--- src/rtl/cla_nibble_sequencer_if.sv ---
// Request/result bundle between a requesting datapath and cla_nibble_sequencer.
// The optional subtract control (sub) exists only when CLA_SEQ_SUB_EN is defined.
interface cla_nibble_sequencer_if #(
  parameter int WIDTH = 16
);
  logic             start;
  logic [WIDTH-1:0] a;
  logic [WIDTH-1:0] b;
  logic             cin;
`ifdef CLA_SEQ_SUB_EN
  logic             sub;
`endif
  logic             busy;
  logic             done;
  logic [WIDTH-1:0] sum;
  logic             cout;

`ifdef CLA_SEQ_SUB_EN
  modport master (output start, a, b, cin, sub, input busy, done, sum, cout);
  modport slave  (input start, a, b, cin, sub, output busy, done, sum, cout);
`else
  modport master (output start, a, b, cin, input busy, done, sum, cout);
  modport slave  (input start, a, b, cin, output busy, done, sum, cout);
`endif
endinterface

--- src/rtl/cla_nibble_sequencer.sv ---
// Multi-cycle adder: one 4-bit carry-lookahead slice is stepped over the
// latched operands one nibble per clock, LSB nibble first, with a registered
// carry between nibbles. Optional subtract mode under macro CLA_SEQ_SUB_EN.
module cla_nibble_sequencer #(
  parameter int WIDTH = 16
) (
  input  logic                   clk,
  input  logic                   rst,
  cla_nibble_sequencer_if.slave  bus
);
  localparam int NIB   = WIDTH / 4;
  localparam int IDX_W = (NIB > 1) ? $clog2(NIB) : 1;
  localparam logic [IDX_W-1:0] LAST_IDX = IDX_W'(NIB - 1);

  typedef enum logic [1:0] {S_IDLE, S_RUN, S_DONE} state_t;

  state_t             state_q, state_d;
  logic [WIDTH-1:0]   a_q, a_d;
  logic [WIDTH-1:0]   b_q, b_d;
  logic               carry_q, carry_d;
  logic [IDX_W-1:0]   idx_q, idx_d;
  logic [WIDTH-1:0]   sum_q, sum_d;
  logic               cout_q, cout_d;

  logic [3:0]         p, g, nib_sum;
  logic [4:0]         c;

  // Shared 4-bit CLA slice on the nibble currently selected by idx.
  always_comb begin
    p = a_q[{idx_q, 2'b00} +: 4] ^ b_q[{idx_q, 2'b00} +: 4];
    g = a_q[{idx_q, 2'b00} +: 4] & b_q[{idx_q, 2'b00} +: 4];
    c[0] = carry_q;
    c[1] = g[0] | (p[0] & carry_q);
    c[2] = g[1] | (p[1] & g[0]) | (p[1] & p[0] & carry_q);
    c[3] = g[2] | (p[2] & g[1]) | (p[2] & p[1] & g[0]) | (p[2] & p[1] & p[0] & carry_q);
    c[4] = g[3] | (p[3] & g[2]) | (p[3] & p[2] & g[1]) | (p[3] & p[2] & p[1] & g[0])
         | (p[3] & p[2] & p[1] & p[0] & carry_q);
    nib_sum = p ^ c[3:0];
  end

  // Next-state and datapath update: latch on start, step nibbles in RUN, pulse in DONE.
  always_comb begin
    state_d = state_q;
    a_d     = a_q;
    b_d     = b_q;
    carry_d = carry_q;
    idx_d   = idx_q;
    sum_d   = sum_q;
    cout_d  = cout_q;
    case (state_q)
      S_IDLE: begin
        if (bus.start) begin
          a_d     = bus.a;
          idx_d   = '0;
`ifdef CLA_SEQ_SUB_EN
          // Subtract as a + ~b + 1; carry-in is forced and cin is ignored.
          b_d     = bus.sub ? ~bus.b : bus.b;
          carry_d = bus.sub ? 1'b1 : bus.cin;
`else
          b_d     = bus.b;
          carry_d = bus.cin;
`endif
          state_d = S_RUN;
        end
      end
      S_RUN: begin
        sum_d[{idx_q, 2'b00} +: 4] = nib_sum;
        carry_d = c[4];
        if (idx_q == LAST_IDX) begin
          cout_d  = c[4];
          state_d = S_DONE;
        end else begin
          idx_d = idx_q + IDX_W'(1);
        end
      end
      S_DONE: begin
        state_d = S_IDLE;
      end
      default: begin
        state_d = S_IDLE;
      end
    endcase
  end

  // State and datapath registers; reset aborts any add in progress.
  always_ff @(posedge clk or posedge rst) begin
    if (rst) begin
      state_q <= S_IDLE;
      a_q     <= '0;
      b_q     <= '0;
      carry_q <= 1'b0;
      idx_q   <= '0;
      sum_q   <= '0;
      cout_q  <= 1'b0;
    end else begin
      state_q <= state_d;
      a_q     <= a_d;
      b_q     <= b_d;
      carry_q <= carry_d;
      idx_q   <= idx_d;
      sum_q   <= sum_d;
      cout_q  <= cout_d;
    end
  end

  assign bus.busy = (state_q != S_IDLE);
  assign bus.done = (state_q == S_DONE);
  assign bus.sum  = sum_q;
  assign bus.cout = cout_q;

endmodule
--- src/flat_wrapper.sv ---
// flat-port wrapper written by rule: the top's interface ports become plain ports
module cla_nibble_sequencer_flat 
#(
  parameter int WIDTH = 16
)
  (clk, rst, bus_start, bus_a, bus_b, bus_cin, bus_busy, bus_done, bus_sum, bus_cout);
  cla_nibble_sequencer_if #(.WIDTH(WIDTH)) bus_i ();
  input  logic clk;
  input  logic rst;
  input wire logic [$bits(bus_i.start)-1:0] bus_start;
  input wire logic [$bits(bus_i.a)-1:0] bus_a;
  input wire logic [$bits(bus_i.b)-1:0] bus_b;
  input wire logic [$bits(bus_i.cin)-1:0] bus_cin;
  output wire logic [$bits(bus_i.busy)-1:0] bus_busy;
  output wire logic [$bits(bus_i.done)-1:0] bus_done;
  output wire logic [$bits(bus_i.sum)-1:0] bus_sum;
  output wire logic [$bits(bus_i.cout)-1:0] bus_cout;
  assign bus_i.start = bus_start;
  assign bus_i.a = bus_a;
  assign bus_i.b = bus_b;
  assign bus_i.cin = bus_cin;
  assign bus_busy = bus_i.busy;
  assign bus_done = bus_i.done;
  assign bus_sum = bus_i.sum;
  assign bus_cout = bus_i.cout;
  cla_nibble_sequencer #(.WIDTH(WIDTH)) u_core (.clk(clk), .rst(rst), .bus(bus_i));
endmodule
--- config.mk ---
export PLATFORM = sky130hd
export DESIGN_NAME = cla_nibble_sequencer_flat
export DESIGN_NICKNAME = d
export VERILOG_FILES = /design/src/rtl/cla_nibble_sequencer_if.sv /design/src/rtl/cla_nibble_sequencer.sv /design/src/flat_wrapper.sv
export SDC_FILE = /design/constraint.sdc
export NUM_CORES = 1
export LEC_CHECK = 0
export BUFFER_PORTS_ARGS = -buffer_cell sky130_fd_sc_hd__buf_2
export CAP_MARGIN = 20
export CORE_MARGIN = 8
export CORE_UTILIZATION = 58
export CTS_BUF_LIST = sky130_fd_sc_hd__clkbuf_8 sky130_fd_sc_hd__clkbuf_16
export CTS_CLUSTER_SIZE = 20
export DETAILED_ROUTE_END_ITERATION = 6
export PLACE_DENSITY = 0.85
export SYNTH_ARGS = -nofsm -noshare
export SYNTH_HDL_FRONTEND = slang
export SYNTH_SLANG_ARGS = --single-unit
--- constraint.sdc ---
create_clock -name clk -period 5.9 [get_ports clk]
set_clock_uncertainty 0.1 [all_clocks]
set_input_delay 1.18 -clock clk [delete_from_list [all_inputs] [get_ports clk]]
set_output_delay 1.18 -clock clk [all_outputs]
set_load 0.1 [all_outputs]
==> results of run 1 <==
[sequential cells by signal, summed over array words and instances (netlist names)]
name             flops
u_core.a_q          16
u_core.b_q          16
u_core.bus.sum      16
u_core.idx_q         2
u_core.state_q       2
u_core.bus.cout      1
u_core.carry_q       1
[worst max-delay path: stages (launching register included)]
cell	delay (ps)
dfrtp_1	820
mux4_2	600
ha_1	360
a21oi_1	70
o21ai_0	250
xor2_1	390
a22o_1	190
[path summary, 6_finish.rpt]
check                                         end  slack (ps)  depth (start not counted)
worst min register to register     u_core.b_q[12]         400                          1
max in group asynchronous       u_core.bus.sum[8]        4310                          3
worst max-delay path            u_core.bus.sum[3]        3050                          6
worst max register to register  u_core.bus.sum[3]        3050                          6
min in group asynchronous           u_core.a_q[0]         850                          2
worst min-delay path               u_core.b_q[12]         400                          1
[final cells by class]
cell class / instances / area [um^2] / area share
sequential: 54 / 1351 / 0.4681
timing repair buffer: 56 / 305.3 / 0.1058
inverter: 5 / 18.77 / 0.006502
multi-input combinational: 101 / 1057 / 0.3663
clock buffer: 6 / 82.58 / 0.02861
clock inverter: 2 / 8.758 / 0.003034
tap: 50 / 62.56 / 0.02167
[metal layers]
layer	GRT usage	vias to the layer above	routed length (um)
met5	0	-	0
met4	0.04821	0	53
met3	0.05298	6	332
met2	0.2625	42	2437
met1	0.1842	796	1950
li1	-	728	-
[stage by stage]
| stage | hold WS (ps) | cell area [um^2] | std cells |
|---|---|---|---|
| floorplan | 352.6 | 2471 | 165 |
| global placement | 370.2 | 2768 | 265 |
| detailed placement | 381.1 | 2768 | 265 |
| CTS | 402.7 | 2859 | 273 |
| global route | 425.2 | 2887 | 274 |
| finish | 398.6 | 2887 | 274 |
[kinds of logic after synthesis]
logic type | after synthesis | synth area share
simple gates | 20 | 0.05317
mux | 41 | 0.2233
buf+inv | 10 | 0.02532
flops | 54 | 0.5468
compound gates | 26 | 0.08202
xor+xnor | 3 | 0.01063
fa+ha+maj | 11 | 0.05873
[cells in the final DEF, fill, tap and decap left out, types with 2 or more instances in the layout]
cell      instances
buf_2            54
mux4_2            8
dfrtp_1          54
a21oi_1           5
mux2_2           31
a22o_1           17
nor2b_1           2
inv_1             5
nand2_1           5
clkbuf_8          6
ha_1             10
and4_1            2
xor2_1            2
mux2_1            2
nor2_1            4
==> run metrics, run 1 <==
Synth Flop Type=dfrtp_1; fin nets=270; global-route wire length before repair=7921 um; fin crit share=0.4826; vias in the first global route=1711; area grow syn2layout=16.81%; Cell variety after synth=28; Core Rows=23; DRC Markers=0; Post-synth EDFFs=0; critical path type=register to register; setup TNS=0 ps; CP Capture Type=register; DR pass1 iterations=4; Core Util, Final=0.7114; CTS sink count=54; Antenna Cells=0; Clock Latency Late Sink=300 ps; min cycle time layout=2847 ps; Hold Crit Start=u_core.b_q[12]; Critical Path Start Type=register; Fin. Hold Viols=0; CTS Hold Buffers Added=0; routability cong.=0.8030; Port-buffer cells=54; CTS resizes=0; crit-path max FO=16; final worst-path setup slack=around 3100 ps; top cells by count, synth=54 x dfrtp_1, 31 x mux2_2, 17 x a22o_1, 10 x ha_1, 8 x mux4_2; gr ovfl total=0; pre-CTS setup slack=3074 ps; via count=~1600; Max Cap Violations=0; synth top area cells=dfrtp_1 55%, mux2_2 14%, mux4_2 7.3%, a22o_1 6.0%, ha_1 5.1%; largest net degree at the start of global routing=55; worst slew pin tran=722.0 ps; mean post-synth cell area=~15 um^2; Critical Path Source=u_core.idx_q[0]; WL final=4775 um; syn nets=212; TritonCTS Buffers=5; Arrival @ worst endpoint=between 2000 and 3000 ps; Die Height=81.27 um; final count of pins violating max slew=0; Die X=81.27 um; Ports=55; worst hold path class=register to register; TritonCTS clock tree=built; clk root buf=clkbuf_8; Avg Vias per Cell=5.737; Final Setup Violations=0; asr flop ratio synth=1.000; r2r startpoint=u_core.idx_q[0]; synth warn=0; Fillers=around 280; H-tree levels=2; area of the core=4058 um^2; Post-DRT Antenna Nets=0; RSZ-0062 raised after global routing=false; CTS clk-pin slew, worst paths=90 ps; hpwl dp=3503 um; top-count cell post-synth=dfrtp_1; Max clock buf depth=2; area of the die=6605 um^2; Req. time, crit path=6040 ps; Post-CTS Repair Setup Buffers=0; GRT Overall Usage=0.1562; Slew headroom=0.5187; Starting Density=0.6090; sequential area share after synthesis=0.5468; share of layout cells above drive strength 1=0.4732; Mapped Area=roughly 2500 um^2; Seq cells post-synth=54; Synth area leader=dfrtp_1; antenna violations before repair=0; post-synthesis cell count=165; violation count after the first detailed-route iteration=between 50 and 60; WL per Instance=17.43 um; outcome=finished, final reports clean; Fmax=351.2 MHz; share of the synthesized area in the top cell type=0.5468
Power of run 1 is not shown: default switching activity piles up to over one toggle a cycle in this logic, so the estimate is an artifact.
==> inputs of run 2 (changes only) <==
Settings changed: CORE_UTILIZATION 58 to 48, PLACE_DENSITY 0.85 to 0.75.
Clock period 5.9 ns to 2.4 ns, I/O delays scaled along.
==> run 2 against run 1 <==
Utilization fell by 11 points. Critical endpoint is now u_core.bus.sum[1]. Routed wire length rose by 11%. Global-route usage fell by 0.65 points. Sequential share of layout area fell by 2.5 points. Hold slack got worse by 300 ps.
==> run metrics, run 2 (synthesized netlist as in run 1, its figures left out) <==
outcome=finished, final reports clean; RSZ-0062 raised after global routing=false; crit-path max FO=7 (-9); vias in the first global route=1784 (+4.3%); Starting Density=0.4901 (-0.1189); Antenna Cells=0 (unchanged); r2r startpoint=u_core.idx_q[0]; non-filler cells, final=302 (+10%); Fmax=439.6 MHz (+25%); area of the core=5042 um^2 (+24%); min cycle time layout=2275 ps (-572.5 ps); final count of pins violating max slew=0 (unchanged); most frequent cells in the layout=54 x buf_2, 53 x dfrtp_1, 31 x mux2_2; fin nets=278 (+3.0%); largest net degree at the start of global routing=36 (-35%); Critical Path, Cell by Cell=mux4_2 -> buf_4 -> fa_1 -> xor2_2 -> a22o_1; violation count after the first detailed-route iteration=66 (+20%); Final Setup Violations=0 (unchanged); Slew headroom=0.6486 (+0.1299); CTS clk-pin slew, worst paths=90 ps (about the same); setup TNS=0 ps (unchanged); Critical Path Source=u_core.idx_q[0]; critical path type=register to register; antenna violations before repair=0 (unchanged); Die X=87.75 um (+8.0%); Fillers=388 (+37%); Fin. Hold Viols=0 (unchanged); TritonCTS clock tree=built; Reg2Reg Depth=5 (-1); clk root buf=clkbuf_8; Req. time, crit path=2500 ps (-3540 ps); GRT Overall Usage=0.1496 (-0.006543); Max clock buf depth=2 (unchanged); area of the die=7700 um^2 (+17%); Post-DRT Antenna Nets=0 (unchanged); Placed Cells=289 (+9.1%); Port-buffer cells=54 (unchanged); Die Height=87.75 um (+8.0%); TritonCTS Buffers=5 (unchanged); WL per Instance=17.52 um (+0.55%); hpwl dp=3956 um (+13%); area grow syn2layout=23.65%; CP Capture Type=register; Clock Latency Late Sink=310 ps (about the same); r2r setup slk=130 ps (-2930 ps); Arrival @ worst endpoint=2370 ps (-620 ps); Ports=55 (unchanged); fin crit share=0.9478 (+0.4652); CP peak stage delay=580 ps (-240 ps); Core Rows=26 (+13%); WL final=5292 um (+11%); most common cell after layout, fill and taps aside=buf_2; DRC Markers=0 (unchanged); worst hold path class=input pin to async pin; Avg Vias per Cell=5.258 (-8.3%); global-route wire length before repair=8859 um (+12%); Worst path slowest cell=mux4_2; CTS sink count=54 (unchanged); worst slew pin tran=526.3 ps (-195.7 ps); Critical Path Start Type=register; Max Cap Violations=0 (unchanged); routability cong.=0.7607 (-5.3%); gr ovfl total=0 (unchanged); Critical Path Sink=u_core.bus.sum[1]; R2R Path End=u_core.bus.sum[1]; DR pass1 iterations=4 (unchanged); share of layout cells above drive strength 1=0.5302 (+0.05696); via count=1588 (+1.0%); H-tree levels=2 (unchanged)
==> run 2: cell types whose count changed in the layout (fill, tap and decap cells not counted), moves of 2 or more <==
cell    before  now
xor2_1       2    0
ha_4         0    3
xor2_2       0    2
ha_1        10    7
buf_4        1    9
==> run 2: worst min path at each step <==
stage                         startpoint                 end  slack (ps)  cells after the start
final                                rst  u_core.bus.sum[13]         100                      2
after global routing                 rst       u_core.b_q[1]         130                      2
after CTS                            rst      u_core.carry_q         110                      2
after detailed placement  u_core.b_q[12]      u_core.b_q[12]         380                      1
after global placement    u_core.b_q[12]      u_core.b_q[12]         380                      1
after floorplan           u_core.b_q[12]      u_core.b_q[12]         350                      1
==> run 2: metrics by stage <==
stage | setup WS (ps) | hold WS [ps] | utilization | area (um^2)
after floorplan | 12.56 | 352.6 | - | 2475
after global placement | 104.8 | 381.2 | 0.5625 | 2836
after detailed placement | -22.55 | 383.2 | 0.5625 | 2836
after CTS | 10.18 | 110.5 | 0.5968 | 3009
after global routing | 17.98 | 132.6 | 0.6060 | 3055
final | 125.2 | 98.16 | 0.6060 | 3055
==> run 2: area by class of cell <==
cell class,instances,area (um^2),area share
clock buffer,5,68.82,0.02252
clock inverter,3,41.29,0.01351
inverter,5,18.77,0.006143
multi-input combinational,101,1129,0.3694
sequential,54,1353,0.4427
tap,70,87.58,0.02867
timing repair buffer,64,357.8,0.1171
==> run 2: what timing repair did <==
| action | CTS | global route |
|---|---|---|
| pin swaps | 1 | 0 |
| gates resized for setup | 3 | 6 |
| hold buffers | 0 | 0 |
| buffers inserted | 5 | 1 |
| setup endpoints to repair | 4 | 14 |
==> run 2: worst max-delay path, delay by kind of cell, from the launching register on <==
kind | cells | cell delay [ps]
fa+ha+maj | 1 | 400
compound gates | 1 | 220
flops | 1 | 470
buf+inv | 1 | 170
mux | 1 | 580
xor+xnor | 1 | 230
==> run 2: layer usage <==
metal | share of wire | global-route usage | vias up
li1 | - | - | 738
met3 | 0.072 | 0.05347 | 7
met1 | 0.41 | 0.1790 | 799
met2 | 0.51 | 0.2476 | 44
met5 | 0 | 0 | -
met4 | 0.015 | 0.04063 | 0
Power of run 2 is left out for the same reason.
